--- config.mk ---
export PLATFORM = sky130hd
export DESIGN_NAME = accum_cpu_mc
export DESIGN_NICKNAME = d
export VERILOG_FILES = /design/src/rtl/accum_cpu_pkg.sv /design/src/rtl/accum_cpu_alu.sv /design/src/rtl/accum_cpu_mc.sv
export SDC_FILE = /design/constraint.sdc
export NUM_CORES = 1
export LEC_CHECK = 0
export BUFFER_PORTS_ARGS = -buffer_cell sky130_fd_sc_hd__buf_4
export CAP_MARGIN = 20
export CORE_ASPECT_RATIO = 0.5
export CORE_MARGIN = 5
export CORE_UTILIZATION = 55
export DETAILED_ROUTE_END_ITERATION = 8
export GPL_ROUTABILITY_DRIVEN = 1
export PLACE_DENSITY_LB_ADDON = 0.2
export SYNTH_ARGS = -nofsm -noshare
export SYNTH_HDL_FRONTEND = slang
export SYNTH_SLANG_ARGS = --single-unit
--- constraint.sdc ---
create_clock -name clk -period 5.36 [get_ports clk]
set_input_delay 1.072 -clock clk [delete_from_list [all_inputs] [get_ports clk]]
set_output_delay 1.072 -clock clk [all_outputs]
set_load 0.005 [all_outputs]
--- src/rtl/accum_cpu_pkg.sv ---
// Shared types for the multi-cycle accumulator CPU:
// opcodes, FSM states and instruction width helper.
package accum_cpu_pkg;

   localparam int OPC_W = 4;

   typedef enum logic [3:0] {
      OP_NOP = 4'h0,
      OP_LDI = 4'h1,
      OP_LD  = 4'h2,
      OP_ST  = 4'h3,
      OP_ADD = 4'h4,
      OP_SUB = 4'h5,
      OP_AND = 4'h6,
      OP_OR  = 4'h7,
      OP_XOR = 4'h8,
      OP_JMP = 4'h9,
      OP_JZ  = 4'hA,
      OP_JC  = 4'hB,
      OP_IN  = 4'hC,
      OP_OUT = 4'hD,
      OP_SHL = 4'hE,
      OP_HLT = 4'hF
   } opcode_e;

   typedef enum logic [2:0] {
      S_FETCH,
      S_EXEC,
      S_WAIT_IN,
      S_WAIT_OUT,
      S_HALT
   } state_e;

   function automatic int instr_w(input int addr_w);
      return OPC_W + addr_w;
   endfunction

endpackage

--- src/rtl/accum_cpu_alu.sv ---
// Combinational ALU: result and carry/borrow for
// load, arithmetic, logic and shift opcodes.
module accum_cpu_alu
   import accum_cpu_pkg::*;
#(
   parameter int DATA_W = 8
) (
   input  opcode_e           op,
   input  logic [DATA_W-1:0] a,
   input  logic [DATA_W-1:0] b,
   output logic [DATA_W-1:0] res,
   output logic              cy
);

   // Pick the operation; SUB carry is the borrow bit.
   always_comb begin
      res = a;
      cy  = 1'b0;
      case (op)
         OP_LDI, OP_LD: res = b;
         OP_ADD: {cy, res} = {1'b0, a} + {1'b0, b};
         OP_SUB: {cy, res} = {1'b0, a} - {1'b0, b};
         OP_AND: res = a & b;
         OP_OR:  res = a | b;
         OP_XOR: res = a ^ b;
         OP_SHL: {cy, res} = {a, 1'b0};
         default: ;
      endcase
   end

endmodule

--- src/rtl/accum_cpu_mc.sv ---
// Multi-cycle accumulator CPU: fetch/execute FSM,
// flags, data memory and ready/valid stream ports.
module accum_cpu_mc
   import accum_cpu_pkg::*;
#(
   parameter int DATA_W   = 8,
   parameter int ADDR_W   = 8,
   parameter int DMEM_AW  = 4,
   localparam int INSTR_W = instr_w(ADDR_W)
) (
   input  logic               clk,
   input  logic               reset,
   output logic               imem_req,
   output logic [ADDR_W-1:0]  imem_addr,
   input  logic               imem_ack,
   input  logic [INSTR_W-1:0] imem_rdata,
   input  logic [DATA_W-1:0]  in_data,
   input  logic               in_valid,
   output logic               in_ready,
   output logic [DATA_W-1:0]  out_data,
   output logic               out_valid,
   input  logic               out_ready,
   output logic [DATA_W-1:0]  acc,
   output logic               zero_flag,
   output logic               carry_flag,
   output logic               halted
);

   localparam int CW = (DATA_W < ADDR_W) ? DATA_W : ADDR_W;

   state_e             state_q, state_d;
   logic [ADDR_W-1:0]  pc_q, pc_d, pc_inc;
   logic [DATA_W-1:0]  acc_q, acc_d;
   logic [DATA_W-1:0]  out_data_q, out_data_d;
   logic               out_valid_q, out_valid_d;
   logic               z_q, z_d, c_q, c_d;
   logic [INSTR_W-1:0] ir_q, ir_d;
   logic [DATA_W-1:0]  dmem_q [2**DMEM_AW];
   logic               dmem_we;

   opcode_e            opc;
   logic [ADDR_W-1:0]  opnd;
   logic [DMEM_AW-1:0] dm_idx;
   logic [DATA_W-1:0]  dm_rd, imm, alu_b, alu_res;
   logic               alu_cy;

   assign opc    = opcode_e'(ir_q[INSTR_W-1:ADDR_W]);
   assign opnd   = ir_q[ADDR_W-1:0];
   assign dm_idx = opnd[DMEM_AW-1:0];
   assign dm_rd  = dmem_q[dm_idx];
   assign pc_inc = pc_q + ADDR_W'(1);
   assign alu_b  = (opc == OP_LDI) ? imm : dm_rd;

   // Immediate: zero-extend or truncate operand to DATA_W.
   always_comb begin
      imm = '0;
      imm[CW-1:0] = opnd[CW-1:0];
   end

   accum_cpu_alu #(.DATA_W(DATA_W)) u_alu (
      .op  (opc),
      .a   (acc_q),
      .b   (alu_b),
      .res (alu_res),
      .cy  (alu_cy)
   );

   assign imem_req   = (state_q == S_FETCH) && !reset;
   assign imem_addr  = pc_q;
   assign in_ready   = (state_q == S_WAIT_IN);
   assign halted     = (state_q == S_HALT);
   assign out_data   = out_data_q;
   assign out_valid  = out_valid_q;
   assign acc        = acc_q;
   assign zero_flag  = z_q;
   assign carry_flag = c_q;

   // Next-state, datapath updates and dmem write enable.
   always_comb begin
      state_d     = state_q;
      pc_d        = pc_q;
      acc_d       = acc_q;
      z_d         = z_q;
      c_d         = c_q;
      ir_d        = ir_q;
      out_data_d  = out_data_q;
      out_valid_d = out_valid_q;
      dmem_we     = 1'b0;
      unique case (state_q)
         S_FETCH: begin
            if (imem_ack) begin
               ir_d    = imem_rdata;
               state_d = S_EXEC;
            end
         end
         S_EXEC: begin
            state_d = S_FETCH;
            pc_d    = pc_inc;
            case (opc)
               OP_LDI, OP_LD, OP_AND, OP_OR, OP_XOR: begin
                  acc_d = alu_res;
                  z_d   = (alu_res == '0);
               end
               OP_ADD, OP_SUB, OP_SHL: begin
                  acc_d = alu_res;
                  z_d   = (alu_res == '0);
                  c_d   = alu_cy;
               end
               OP_ST:  dmem_we = 1'b1;
               OP_JMP: pc_d = opnd;
               OP_JZ:  if (z_q) pc_d = opnd;
               OP_JC:  if (c_q) pc_d = opnd;
               OP_IN: begin
                  pc_d    = pc_q;
                  state_d = S_WAIT_IN;
               end
               OP_OUT: begin
                  pc_d        = pc_q;
                  out_data_d  = acc_q;
                  out_valid_d = 1'b1;
                  state_d     = S_WAIT_OUT;
               end
               OP_HLT: begin
                  pc_d    = pc_q;
                  state_d = S_HALT;
               end
               default: ;
            endcase
         end
         S_WAIT_IN: begin
            if (in_valid) begin
               acc_d   = in_data;
               z_d     = (in_data == '0);
               pc_d    = pc_inc;
               state_d = S_FETCH;
            end
         end
         S_WAIT_OUT: begin
            if (out_ready) begin
               out_valid_d = 1'b0;
               pc_d        = pc_inc;
               state_d     = S_FETCH;
            end
         end
         S_HALT: ;
         default: state_d = S_FETCH;
      endcase
   end

   // Architectural state with asynchronous reset.
   always_ff @(posedge clk or posedge reset) begin
      if (reset) begin
         state_q     <= S_FETCH;
         pc_q        <= '0;
         acc_q       <= '0;
         z_q         <= 1'b0;
         c_q         <= 1'b0;
         ir_q        <= '0;
         out_data_q  <= '0;
         out_valid_q <= 1'b0;
      end else begin
         state_q     <= state_d;
         pc_q        <= pc_d;
         acc_q       <= acc_d;
         z_q         <= z_d;
         c_q         <= c_d;
         ir_q        <= ir_d;
         out_data_q  <= out_data_d;
         out_valid_q <= out_valid_d;
      end
   end

   // Data memory write; contents survive reset.
   always_ff @(posedge clk) begin
      if (dmem_we) dmem_q[dm_idx] <= acc_q;
   end

endmodule

==> impl_metrics.toml, run 1 <==
[critical_path]
worstPathMaxFanout = 25
criticalPathCategory = "flop to flop"
required_ps = 5690
r2r-end = "zero_flag"
r2r_start = "ir_q[1]"
reg2reg_slack_ps = 560
crit_path_end_kind = "flop"
critPathLaunchType = "flop"
worstPathArrival_ps = 5130
rr_worst_depth = 15

[clocking]
post_cts.repair.setup_buffers = 0
cts_sinks = 170
clk_latency_ps = 420
cts_max_level = 4
cts_buffers = 17
clock_path_buffers = 2
cts_tree = "done"
cts.reportedPaths.clkPinSlew_ps = 70
cts_resized = 0
cts_hold_buf = 0
cts_root_buf = "clkbuf_16"

[pwr]
pwr-share-seq_pct = 31.2
p_comb_share_pct = 51.2
max-vdd-ir-drop_v = 0.000324
leakagePower_uw = 0.00376
p_sw_share_pct = 44.1
switchingPower_uw = 2920
powerDensity_nw_per_um2 = 667
clkPwrFrac_pct = 17.6
p_total_uw = 6620
p_int_uw = 3700

[cells_and_area]
areaGrowthSynthToFinish_pct = 13.9
drive_gt1_share_pct = 21.6
postLayoutCellArea_um2 = 9930
final_common_cell = "edfxtp_1"
layout_common_cells = "edfxtp_1 (128), buf_4 (81), nand2_1 (53), dfrtp_1 (41), nor2_1 (38)"
diodes = 0
fillers = 1186
nets = 801
stdcell_count = 964

[global_route]
grt_overflow = 0
grtUsageTotal_pct = 25.4
antenna_found_initial = 1
grt_pass1_vias = 6264
grt_pass1_wl_mm = 35.9
grt_max_degree = 43

[hold_path]
worstHoldStart = "out_data[1]"
holdCritPathClass = "flop to flop"
hold_depth = 2
holdPathEnd = "out_data[1]"

[job]
maxCapViolCount = 0

[routing]
num_vias = 6253
wl_per_cell_um = 24.1
via_per_inst = 6.49
drc = 0
drt_wl_total_mm = 23.2
antenna_left = 0
drt_iter0_markers = 762
firstDrtPassIters = 5

[logic_synthesis]
netlist_area_um2 = 8710
postSynthCellCount = 687
yosysTopAreaCellShare_pct = 44.1
synth-edff-count = 128
synth_cell_types = 74
async_flop_share_pct = 24.7
synthesis.nets = 740
yosysSeqAreaShare_pct = 56.2
avgSynthCellArea_um2 = 12.7
synth_area_leader_cell = "edfxtp_1"
yosysWarnings = 0
synth.area.top_cells = "edfxtp_1 (44%), dfrtp_1 (12%), ha_1 (3.7%), mux4_2 (3.4%), mux2i_1 (3.0%)"
ys.flop_type = "edfxtp_1"
ys_ff_latch = 170

[timing]
max_freq_mhz = 208
worstMarginPinSlew_ps = 1020
finalSetupTns_ps = 0
fin_skew_ps = 10.2
setup_violations = 0
timing.final.crit_share_pct = 89.6
rsz0062_at_grt = "false"
slew_viol_final = 0
min_period_ps = 4800
relSlewSlack_pct = 31.1
hold_violations = 0

[place]
placed_area_um2 = 9370
place_inst = 933
place_congestion = 0.940
dp_hpwl_mm = 15.7
io_buffer_count = 54

[floorplan]
die_h_um = 99.0
initial_core_util_pct = 56.4
die_area_um2 = 18600
core_um2 = 15500
rows = 32
io_pins = 55
die_w_um = 188

[run_status]
status = "finished clean"
[cells by family (layout without fill, tap and decap cells)]
logic type,count (synthesis),after routing,synth area share (%)
muxes,65,65,11.3
DFF,170,170,56.2
adders and majority gates,28,28,4.19
buffers and inverters,72,145,3.99
AOI/OAI and AO/OA,166,166,13.4
and+or+nand+nor,186,186,11.0
[how the worst max path moves through the flow]
stage	cells after the start	slack (ps)	to	start
6_report	15	560	zero_flag	ir_q[1]
3_5_place_dp	15	680	zero_flag	ir_q[1]
2_1_floorplan	18	1540	zero_flag	ir_q[1]
5_1_grt	15	290	zero_flag	ir_q[1]
3_3_place_gp	15	780	zero_flag	ir_q[1]
4_1_cts	15	660	zero_flag	ir_q[1]
[metrics by stage]
stage               utilization (%)  setup WS [ps]  hold WS [ps]
floorplan                         -           1540           473
global placement               60.6            784           469
detailed placement             60.6            679           477
CTS                            64.2            661           497
global route                   64.2            294           532
finish                         64.2            559           494
[layer usage]
layer | up-vias | global-route usage (%) | share of wire, %
met5 | - | 0 | 0.056
li1 | 2769 | - | -
met3 | 57 | 6.40 | 8.8
met4 | 2 | 8.74 | 2.7
met2 | 316 | 38.3 | 45
met1 | 3109 | 36.3 | 43
[state kept, by name (all words and copies together) (netlist names)]
register,count
dmem_q,128
ir_q,12
acc,8
imem_addr,8
out_data,8
state_q,3
carry_flag,1
out_valid,1
zero_flag,1
[worst max-delay path, stage by stage, from the launching register on]
cell,delay (ps)
dfrtp_2,820
buf_4,370
mux2i_1,110
o41ai_1,310
a2111oi_2,90
a21oi_2,330
ha_1,230
inv_1,50
fa_1,420
nor3b_1,170
o311ai_0,690
a211o_1,230
o2111ai_1,170
o32ai_2,350
nand3_1,130
o31ai_2,240
[power by group through the flow]
stage                     logic [uW]  registers [uW]  clock network [uW]
after detailed placement        3290            2080                   0
after floorplan                 2400            1920                   0
final                           3390            2060                1170
after global placement          3250            2070                   0
after global routing            3670            2100                1250
after CTS                       3310            2060                1180
[cell usage after synthesis, types with 8 or more instances]
cell and number:
nand2b_1 8, nor2b_1 9, mux2_2 17, clkbuf_1 18
mux2i_1 26, inv_1 32, ha_1 26, o22ai_1 9
nor3_1 15, mux4_1 9, o21ai_0 37, buf_2 9
nand2_1 53, edfxtp_1 128, nand3_1 18, dfrtp_1 42
nor2_1 38, mux4_2 13, a21oi_1 34
[final cells by class]
class                      count  area [um^2]  share of cell area (%)
clock buffer                  17          425                    4.28
clock inverter                14          133                    1.34
inverter                      33          124                    1.25
multi-input combinational    445         3490                    35.1
sequential                   170         4900                    49.3
tap                          204          255                    2.57
timing repair buffer          81          608                    6.12
Note: power is estimated with default switching activity, not from simulation.
==> run 2, diff against run 1 <==
SYNTH_HIERARCHICAL = 1   (was unset)
clock period = 4.64 ns   (was 5.36 ns; I/O delays follow)
==> run 2 against run 1 <==
  * Setup slack worse by 280 ps
  * Via count shrank 2.7%
  * Final cell count down 0.62%
  * Sequential power grew 7%
  * Sequential cell count is the same
  * Critical path depth grew 2
  * Clock-buffer cell count did not move
  * Global-route usage down 1.7 points
==> impl_metrics.toml, run 2 <==
[run_status]
status = "finished clean"

[pwr]
pwr-share-seq_pct = 27.7
leakagePower_uw = 0.00390
max-vdd-ir-drop_v = 0.000553
p_sw_share_pct = 42.5
switchingPower_uw = 3390
p_comb_share_pct = 54.8
p_total_uw = 7990
clkPwrFrac_pct = 17.5
powerDensity_nw_per_um2 = 792
p_int_uw = 4590

[floorplan]
die_area_um2 = 18800
io_pins = 55
core_um2 = 15600
die_w_um = 189
rows = 32
initial_core_util_pct = 56.7
die_h_um = 99.6

[critical_path]
worstPathArrival_ps = 4720
critPathLaunchType = "flop"
r2r_start = "ir_q[2]"
crit_path_end_kind = "flop"
required_ps = 5000
criticalPathCategory = "flop to flop"
worstPathMaxFanout = 13
startpoint = "ir_q[2]"

[cells_and_area]
postLayoutCellArea_um2 = 10100
regMostFlops = "dmem_q"
final_common_cell = "edfxtp_1"
largest_register_ffs = 128
diodes = 0
largestRegisters = "dmem_q (128), ir_q (12)"
layout_common_cells = "edfxtp_1 (128), buf_4 (87), nor2_1 (52), mux2i_1 (41), dfrtp_1 (41)"
nets = 795
drive_gt1_share_pct = 26.9
areaGrowthSynthToFinish_pct = 14.2

[timing]
timing.final.crit_share_pct = 94.1
hold_violations = 0
finalSetupTns_ps = 0
worstMarginPinSlew_ps = 1000
slew_viol_final = 0
max_freq_mhz = 229
relSlewSlack_pct = 33.2
rsz0062_at_grt = "false"
min_period_ps = 4360
whs_ps = 513
setup_violations = 0
fin_skew_ps = 8.51
fin_ws_ps = 275

[logic_synthesis]
synth_area_leader_cell = "edfxtp_1"
yosysWarnings = 6
synth_common_cells = "edfxtp_1 (128), nor2_1 (52), dfrtp_1 (42)"
async_flop_share_pct = 24.7
ys_ff_latch = 170
postSynthCellCount = 672
yosys.cell_count.top_type = "edfxtp_1"
avgSynthCellArea_um2 = 13.1
synthesis.nets = 725
yosysTopAreaCellShare_pct = 43.5
synth.area.top_cells = "edfxtp_1 (44%), dfrtp_1 (12%), mux2i_1 (4.6%), mux4_2 (4.6%), mux2_2 (4.2%)"
netlist_area_um2 = 8830
ys.flop_type = "edfxtp_1"
yosysSeqAreaShare_pct = 55.5
synth-edff-count = 128
synth_cell_types = 74

[routing]
drt_iter0_markers = 843
drt_wl_total_mm = 22.0
num_vias = 6083
antenna_left = 0
via_per_inst = 6.35
firstDrtPassIters = 6
drc = 0
wl_per_cell_um = 22.9

[global_route]
grtUsageTotal_pct = 23.6
grt_pass1_vias = 5807
antenna_found_initial = 0
grt_overflow = 0
grt_max_degree = 43
grt_pass1_wl_mm = 33.9

[clocking]
cts_max_level = 4
clock_path_buffers = 2
cts_hold_buf = 0
clk_latency_ps = 420
cts_sinks = 170
cts_tree = "done"
cts_buffers = 17
cts_root_buf = "clkbuf_16"
cts.reportedPaths.clkPinSlew_ps = 70

[hold_path]
worstHoldStart = "out_data[4]"
holdCritPathClass = "flop to flop"

[place]
dp_slack_ps = 283
place_congestion = 0.985
io_buffer_count = 54
placed_area_um2 = 9440
dp_hpwl_mm = 14.9

[job]
maxCapViolCount = 0
==> run 2: changes by cell type in the layout (fill, tap and decap cells not counted), moves of 9 or more <==
| cell | delta |
|---|---|
| nand2_1 | -30 |
| mux2_2 | +16 |
| mux2i_1 | +15 |
| nor2_1 | +14 |
| o21ai_0 | -12 |
| mux2_4 | +9 |
| mux4_1 | -9 |
| o22ai_1 | +9 |
==> run 2: cell families after synthesis <==
| group | synth area share, % |
|---|---|
| adder cells (fa/ha/maj) | 4.14 |
| buffers and inverters | 4.37 |
| flip-flops | 55.5 |
| multiplexers | 15.0 |
| AND/OR/NAND/NOR | 9.74 |
| XOR/XNOR | 0.397 |
| AO/OA/AOI/OAI | 10.9 |
==> run 2: metal layers <==
layer	part of all wire [%]	wire length (um)	vias to the layer above	track usage, %
met5	0	0	-	0
met4	1.5	322	0	5.93
met3	7.4	1630	28	4.38
met2	47	10300	315	37.4
met1	44	9770	3037	34.3
li1	-	-	2703	-
==> run 2: cell type report <==
class | count | area, um^2
clock inverters | 14 | 154
fillers | 1152 | 5490
inverters | 28 | 105
multi-input cells | 436 | 3550
well taps | 204 | 255
flip-flops and latches | 170 | 4900
clock buffers | 17 | 425
repair buffers | 89 | 693
==> run 2: path summary, 6_finish.rpt <==
path                          endpoint  slack [ps]  cells after the start
max in group asynchronous      ir_q[1]        3560                      3
setup / recovery             zero_flag         280                     17
setup reg to reg             zero_flag         280                     17
hold reg to reg            out_data[4]         510                      1
min in group asynchronous   state_q[1]         640                      3
hold / removal             out_data[4]         510                      1
==> run 2: critical path: stages (launching register included) <==
cell,delay [ps]
dfrtp_1,580
buf_4,300
mux4_2,330
mux2i_1,230
nor2_1,80
nor3_1,320
a21oi_1,180
buf_4,220
fa_1,430
o21bai_1,280
a211oi_1,130
a21oi_1,180
xor2_1,160
o211ai_1,150
nor4_1,300
nand2_1,80
o21ai_0,170
mux2_4,160
==> run 2: through the flow <==
stage,instances,util [%]
after CTS,952,64.3
after floorplan,672,-
after global routing,958,64.7
final,958,64.7
after global placement,921,60.6
after detailed placement,921,60.6
==> run 2: repair_timing <==
item	4_1_cts	5_1_grt
setup endpoints to repair	0	1
endpoints found under the hold margin	0	0
resized for setup	0	2
setup buffers	0	5
==> run 2: power by group through the flow <==
stage	Combinational (uW)	Clock, uW	Sequential (uW)
after global routing	4680	1480	2250
final	4370	1400	2210
after global placement	4140	0	2250
after detailed placement	4180	0	2260
after floorplan	3050	0	2230
after CTS	4210	1400	2230
